### config.mk
export PLATFORM = sky130hd
export DESIGN_NAME = rs_alu_issue_ctrl
export DESIGN_NICKNAME = d
export VERILOG_FILES = /design/src/rtl/rs_alu_issue_ctrl_pkg.sv /design/src/rtl/rs_alu_issue_ctrl_age_matrix.sv /design/src/rtl/rs_alu_issue_ctrl.sv
export SDC_FILE = /design/constraint.sdc
export NUM_CORES = 1
export LEC_CHECK = 0
export BUFFER_PORTS_ARGS = -buffer_cell sky130_fd_sc_hd__buf_4
export CORE_UTILIZATION = 40
export DETAILED_ROUTE_END_ITERATION = 6
export PLACE_DENSITY = 0.74
export SETUP_SLACK_MARGIN = 0.02
export SYNTH_ARGS = -nofsm -noshare
export SYNTH_HDL_FRONTEND = slang
export SYNTH_HIERARCHICAL = 1
export SYNTH_SLANG_ARGS = --single-unit
### constraint.sdc
create_clock -name clk_i -period 1.5 [get_ports clk_i]
set_input_delay 0.075 -clock clk_i [delete_from_list [all_inputs] [get_ports clk_i]]
set_output_delay 0.075 -clock clk_i [all_outputs]
set_load 0.01 [all_outputs]
### src/rtl/rs_alu_issue_ctrl_pkg.sv
// rtl/rs_alu_issue_ctrl_pkg.sv - shared core constants for the ALU reservation-station issue control
package rs_alu_issue_ctrl_pkg;

  // Reservation-station sizing defaults; RS_SEL_DEFAULT must equal log2(RS_ENT_DEFAULT)
  localparam int RS_ENT_DEFAULT = 8;
  localparam int RS_SEL_DEFAULT = 3;

  // Neighbouring core-wide constants kept in the same header
  localparam int RRF_SEL      = 6;
  localparam int DATA_LEN     = 32;
  localparam int ALU_OP_WIDTH = 4;

endpackage

### src/rtl/rs_alu_issue_ctrl_age_matrix.sv
// rtl/rs_alu_issue_ctrl_age_matrix.sv - age matrix picking the oldest ready entry (built under RS_AGE_ORDER_EN)
module rs_age_matrix #(
  parameter int RS_ENT = 8
) (
  input  logic              clk,
  input  logic              rst,
  input  logic              i_kill,
  input  logic [RS_ENT-1:0] i_busy,
  input  logic [RS_ENT-1:0] i_alloc_oh,
  input  logic [RS_ENT-1:0] i_cand,
  output logic [RS_ENT-1:0] o_oldest
);

  // r_age[i][j] = 1 means entry j is older than entry i
  logic [RS_ENT-1:0] r_age [RS_ENT];

  // New entry is younger than every occupant; its column is wiped so stale bits cannot make it look older
  always_ff @(posedge clk or posedge rst) begin
    if (rst) begin
      for (int i = 0; i < RS_ENT; i++) r_age[i] <= '0;
    end else if (i_kill) begin
      for (int i = 0; i < RS_ENT; i++) r_age[i] <= '0;
    end else begin
      for (int i = 0; i < RS_ENT; i++) begin
        for (int j = 0; j < RS_ENT; j++) begin
          if (i_alloc_oh[i])      r_age[i][j] <= i_busy[j];
          else if (i_alloc_oh[j]) r_age[i][j] <= 1'b0;
        end
      end
    end
  end

  // A candidate is oldest when no other candidate is older than it
  always_comb begin
    o_oldest = '0;
    for (int i = 0; i < RS_ENT; i++) begin
      o_oldest[i] = i_cand[i] & ~(|(r_age[i] & i_cand));
    end
  end

endmodule

### src/rtl/rs_alu_issue_ctrl.sv
// rtl/rs_alu_issue_ctrl.sv - ALU reservation-station allocate/issue control (age ordering under RS_AGE_ORDER_EN)
module rs_alu_issue_ctrl
  import rs_alu_issue_ctrl_pkg::*;
#(
  parameter int RS_ENT = RS_ENT_DEFAULT,
  parameter int RS_SEL = RS_SEL_DEFAULT
) (
  input  logic              clk_i,
  input  logic              reset_i,
  input  logic              dp_req_i,
  input  logic              kill_i,
  input  logic [RS_ENT-1:0] ready_i,
  input  logic              exe_ready_i,
  output logic [RS_ENT-1:0] busy_o,
  output logic [RS_ENT-1:0] we_o,
  output logic              dp_stall_o,
  output logic              issue_valid_o,
  output logic [RS_SEL-1:0] issue_idx_o
);

  logic [RS_ENT-1:0] r_busy;
  logic [RS_ENT-1:0] w_we;
  logic [RS_ENT-1:0] w_cand;
  logic [RS_ENT-1:0] w_pick;
  logic [RS_ENT-1:0] w_issue_oh;
  logic [RS_SEL-1:0] w_free_idx;
  logic [RS_SEL-1:0] w_issue_idx;
  logic              w_full;
  logic              w_alloc;
  logic              w_issue;

  // Shared lowest-set-bit encoder used for both the free list and the issue pick
  function automatic logic [RS_SEL-1:0] lowest_idx(input logic [RS_ENT-1:0] v);
    lowest_idx = '0;
    for (int i = RS_ENT - 1; i >= 0; i--) begin
      if (v[i]) lowest_idx = i[RS_SEL-1:0];
    end
  endfunction

  assign w_cand = r_busy & ready_i;

`ifdef RS_AGE_ORDER_EN
  rs_age_matrix #(
    .RS_ENT(RS_ENT)
  ) u_age (
    .clk       (clk_i),
    .rst       (reset_i),
    .i_kill    (kill_i),
    .i_busy    (r_busy),
    .i_alloc_oh(w_we),
    .i_cand    (w_cand),
    .o_oldest  (w_pick)
  );
`else
  assign w_pick = w_cand;
`endif

  // Allocation of the lowest free entry; gated by reset so nothing is written while it is held
  always_comb begin
    w_full     = &r_busy;
    w_free_idx = lowest_idx(~r_busy);
    w_alloc    = dp_req_i & ~w_full & ~kill_i & ~reset_i;
    w_we       = '0;
    if (w_alloc) w_we[w_free_idx] = 1'b1;
  end

  // Issue the selected candidate when the ALU can take it and no flush is in progress
  always_comb begin
    w_issue     = exe_ready_i & (|w_cand) & ~kill_i;
    w_issue_idx = lowest_idx(w_pick);
    w_issue_oh  = '0;
    if (w_issue) w_issue_oh[w_issue_idx] = 1'b1;
  end

  // Busy bits: set on allocation, clear on issue, all cleared by a flush
  always_ff @(posedge clk_i or posedge reset_i) begin
    if (reset_i)     r_busy <= '0;
    else if (kill_i) r_busy <= '0;
    else             r_busy <= (r_busy & ~w_issue_oh) | w_we;
  end

  assign busy_o        = r_busy;
  assign we_o          = w_we;
  assign dp_stall_o    = dp_req_i & w_full;
  assign issue_valid_o = w_issue;
  assign issue_idx_o   = w_issue ? w_issue_idx : '0;

endmodule

==> results by group <==
Clock network
  – Root buffer cell: clkbuf_4
  – Source-to-sink clock delay at the later pin of the worst-skew pair: 0.27 ns
  – Clock-pin slew on the worst setup and hold paths: 0.07 ns
  – CTS sink count: 8
  – CTS H-tree lvls: 1
  – TritonCTS clock tree: built
  – Largest buffer count on any clock path: 2
  – Number of clock buffers inserted by TritonCTS: 3

Global routing
  – Total global-route track usage: 0.271
  – Vias in the first global route: 874
  – Initial antenna violation count: 0
  – Remaining global-route overflow: 0
  – Pin count of the biggest net entering global routing: 15
  – First-pass GRT wire length: 3850 um

Setup path
  – Worst path buffer plus inverter count: 1
  – CP arrival: 1.68 ns
  – Longest individual stage delay on the worst path: 0.47 ns
  – Startpoint type of the worst setup path: register
  – Delay-heaviest family, CP: compound AO/OA/AOI/OAI gates
  – Chain of cells forming the critical path: a32o_2 -> a311o_1 -> and2_4 -> buf_6
  – Endpoint type of the worst setup path: primary output
  – Largest driver fanout on the critical path: 6
  – Cell with the largest stage delay on the worst path: dfrtp_2
  – Required @ worst endpoint: 1.42 ns
  – Path type of the worst setup path: register to primary output

Synth
  – Share of flip-flops with an asynchronous set or reset: 1.00
  – Yosys warnings: 6
  – Largest family of logic cells by synthesized area: compound AO/OA/AOI/OAI gates
  – Post-synth top flop: dfrtp_1
  – Adder and majority cell fraction of the synthesized area: 0
  – Post-Synthesis Mean Instance Area: 8.14 um^2
  – Number of synthesized register bits: 8
  – Fraction of synthesized cell area in xor and xnor cells: 0
  – Post-Synthesis Cells: 85
  – Multiplexer share of the synthesized area: 0
  – Simple logic cell fraction of the synthesized area: 0.244
  – Area fraction in compound gates after synthesis: 0.401
  – Post-Syn Area: 692 um^2
  – Number of enable flip-flop cells after synthesis: 0
  – Mapped Nets: 98
  – Post-synthesis cell type count: 32
  – Share of the yosys chip area belonging to registers: 0.289

Routing
  – First-iteration detailed-routing DRC count: 38
  – Number of design rule violations left after detail routing: 2
  – Routed via count divided by cell count: 6.37
  – Final routed wire length divided by cell count: 17.9 um
  – Via count of the routed design: 994
  – Total wirelength of the detailed-routed design: 2800 um
  – Antenna-violating nets left: 0
  – Number of search-and-repair iterations in the first detailed-routing pass: 6

Floorplanning
  – Total Die Area: 1900 um^2
  – Die Span Y: 43.6 um
  – Effective utilization at floorplan: 0.444
  – X dimension of the die: 43.6 um
  – Number of ports placed on the die boundary: 34
  – Area inside the core boundary: 1560 um^2
  – Number of core rows: 14

Power and ir drop
  – Pwr per Cell Area: 391 nW/um^2
  – Peak VDD IR: 0.603 mV
  – Leakage power of the design: 0.554 nW

Finish
  – Total area of multi-input combinational cells: 588 um^2
  – FILL cells: 89
  – Flip-flop count of the largest register, all copies and words added: 8
  – Number of standard cells in the final layout excluding fillers: 156
  – Layout cell share with drive strength beyond 1: 0.650
  – Antenna Cells: 0
  – Layout net count: 154
  – Area of all sequential standard cells: 204 um^2
  – Area Growth Syn to Fin: 89.9%

Place
  – Placed insts: 143
  – Buffers added on ports: 33
  – Final GP Congestion: 0.884
  – Hpwl dp: 1800 um

Timing
  – Final hold viol count: 0
  – Slew Viols, Final: 0
  – Measured slew at the worst slew-check pin: 0.369 ns
  – Fmax achieved: 569 MHz
  – Final period util: 1.17
  – Worst-case headroom to the max-slew limit: 0.754
  – Setup violations, final: 12
  – Min Tclk post-route: 1.76 ns
  – Worst Hold Slack: 0.0310 ns
  – Setup Skew: 0.0156 ns
  – Final worst setup slack: -0.256 ns
  – Unrepaired setup endpoints after global routing: yes

Status
  – Outcome: finished, violations left
  – Violations in the final reports: DRC, setup timing

Min path
  – Class of the tightest hold or removal check: primary input to register

Job
  – Max_cap viols: 0
[worst paths after layout]
check                            startpoint        endpoint  slack [ns]  cells past startpoint
worst max register to register    busy_o[7]       busy_o[7]       -0.17                      6
min in group asynchronous           reset_i       busy_o[4]        0.33                      3
worst max-delay path              busy_o[5]  issue_idx_o[0]       -0.26                      4
worst min register to register    busy_o[4]       busy_o[4]        0.74                      2
worst min-delay path            exe_ready_i       busy_o[1]        0.03                      2
max in group asynchronous           reset_i       busy_o[5]        0.91                      3
[metrics by stage]
step	instance area, um^2	setup WS, ns	TNS (ns)	utilization	power, mW
final	1310	-0.256	-1.70	0.843	0.514
after global placement	1040	-0.000135	-0.000135	0.667	0.302
after global routing	1310	-0.337	-2.60	0.843	0.537
after floorplan	698	0.00804	0	-	0.256
after CTS	1150	-0.213	-1.40	0.739	0.500
after detailed placement	1040	-0.0263	-0.0393	0.667	0.305
[synth_stat cells (2+ instances only)]
cell type | number | area [um^2]
nand2b_1 | 2 | 12.5
a311oi_1 | 3 | 26.3
nand3_1 | 4 | 20.0
dfrtp_1 | 8 | 200
buf_2 | 3 | 15.0
nand2_1 | 10 | 37.5
and3_1 | 2 | 12.5
a22oi_1 | 4 | 30.0
a221oi_2 | 2 | 30.0
nor2b_1 | 2 | 12.5
a41oi_1 | 2 | 17.5
inv_1 | 7 | 26.3
nor2_1 | 10 | 37.5
a211oi_1 | 4 | 30.0
a221oi_1 | 2 | 17.5
a21oi_1 | 4 | 20.0
[area by class of cell]
type,count,area share
well taps,16,0.0152
inverters,7,0.0200
flip-flops and latches,8,0.155
clock buffers,4,0.0200
repair buffers,55,0.342
multi-input cells,66,0.448
[cells in the final DEF (no fill, tap or decap), types with 2 or more instances in the layout]
master,Yosys,layout
a211oi_1,4,2
a211oi_2,0,2
a21oi_1,4,2
a221oi_2,2,2
a22oi_2,0,4
a311oi_2,0,2
buf_4,0,45
buf_6,0,9
clkbuf_4,0,3
dfrtp_1,8,5
dfrtp_2,0,3
inv_1,7,6
nand2_1,10,6
nand2_2,0,4
nand3_1,4,3
nor2_1,10,8
nor2b_1,2,2
[cells by family (layout without fill, tap and decap cells)]
group | after synthesis | count (layout)
compound gates | 31 | 31
simple gates | 35 | 35
buf+inv | 11 | 66
flops | 8 | 8
[per-layer routing]
layer | share of wire | global-route usage
met1 | 0.38 | 0.330
met2 | 0.51 | 0.493
met3 | 0.077 | 0.0500
met4 | 0.033 | 0.0563
met5 | 0 | 0
[where the power goes]
part | internal (mW) | leakage (nW) | switching (mW)
clock network | 0.103 | 0.0150 | 0.0939
registers | 0.217 | 0.106 | 0.00191
logic | 0.0446 | 0.433 | 0.0533
total | 0.364 | 0.554 | 0.149
[repair_timing]
action	CTS	global route
endpoints found under the setup margin	12	15
resized for setup	10	31
hold buffers	1	0
endpoints found under the hold margin	8	0
buffers inserted	4	5
pin swaps	10	7
Note: power is estimated with default switching activity, not from simulation.
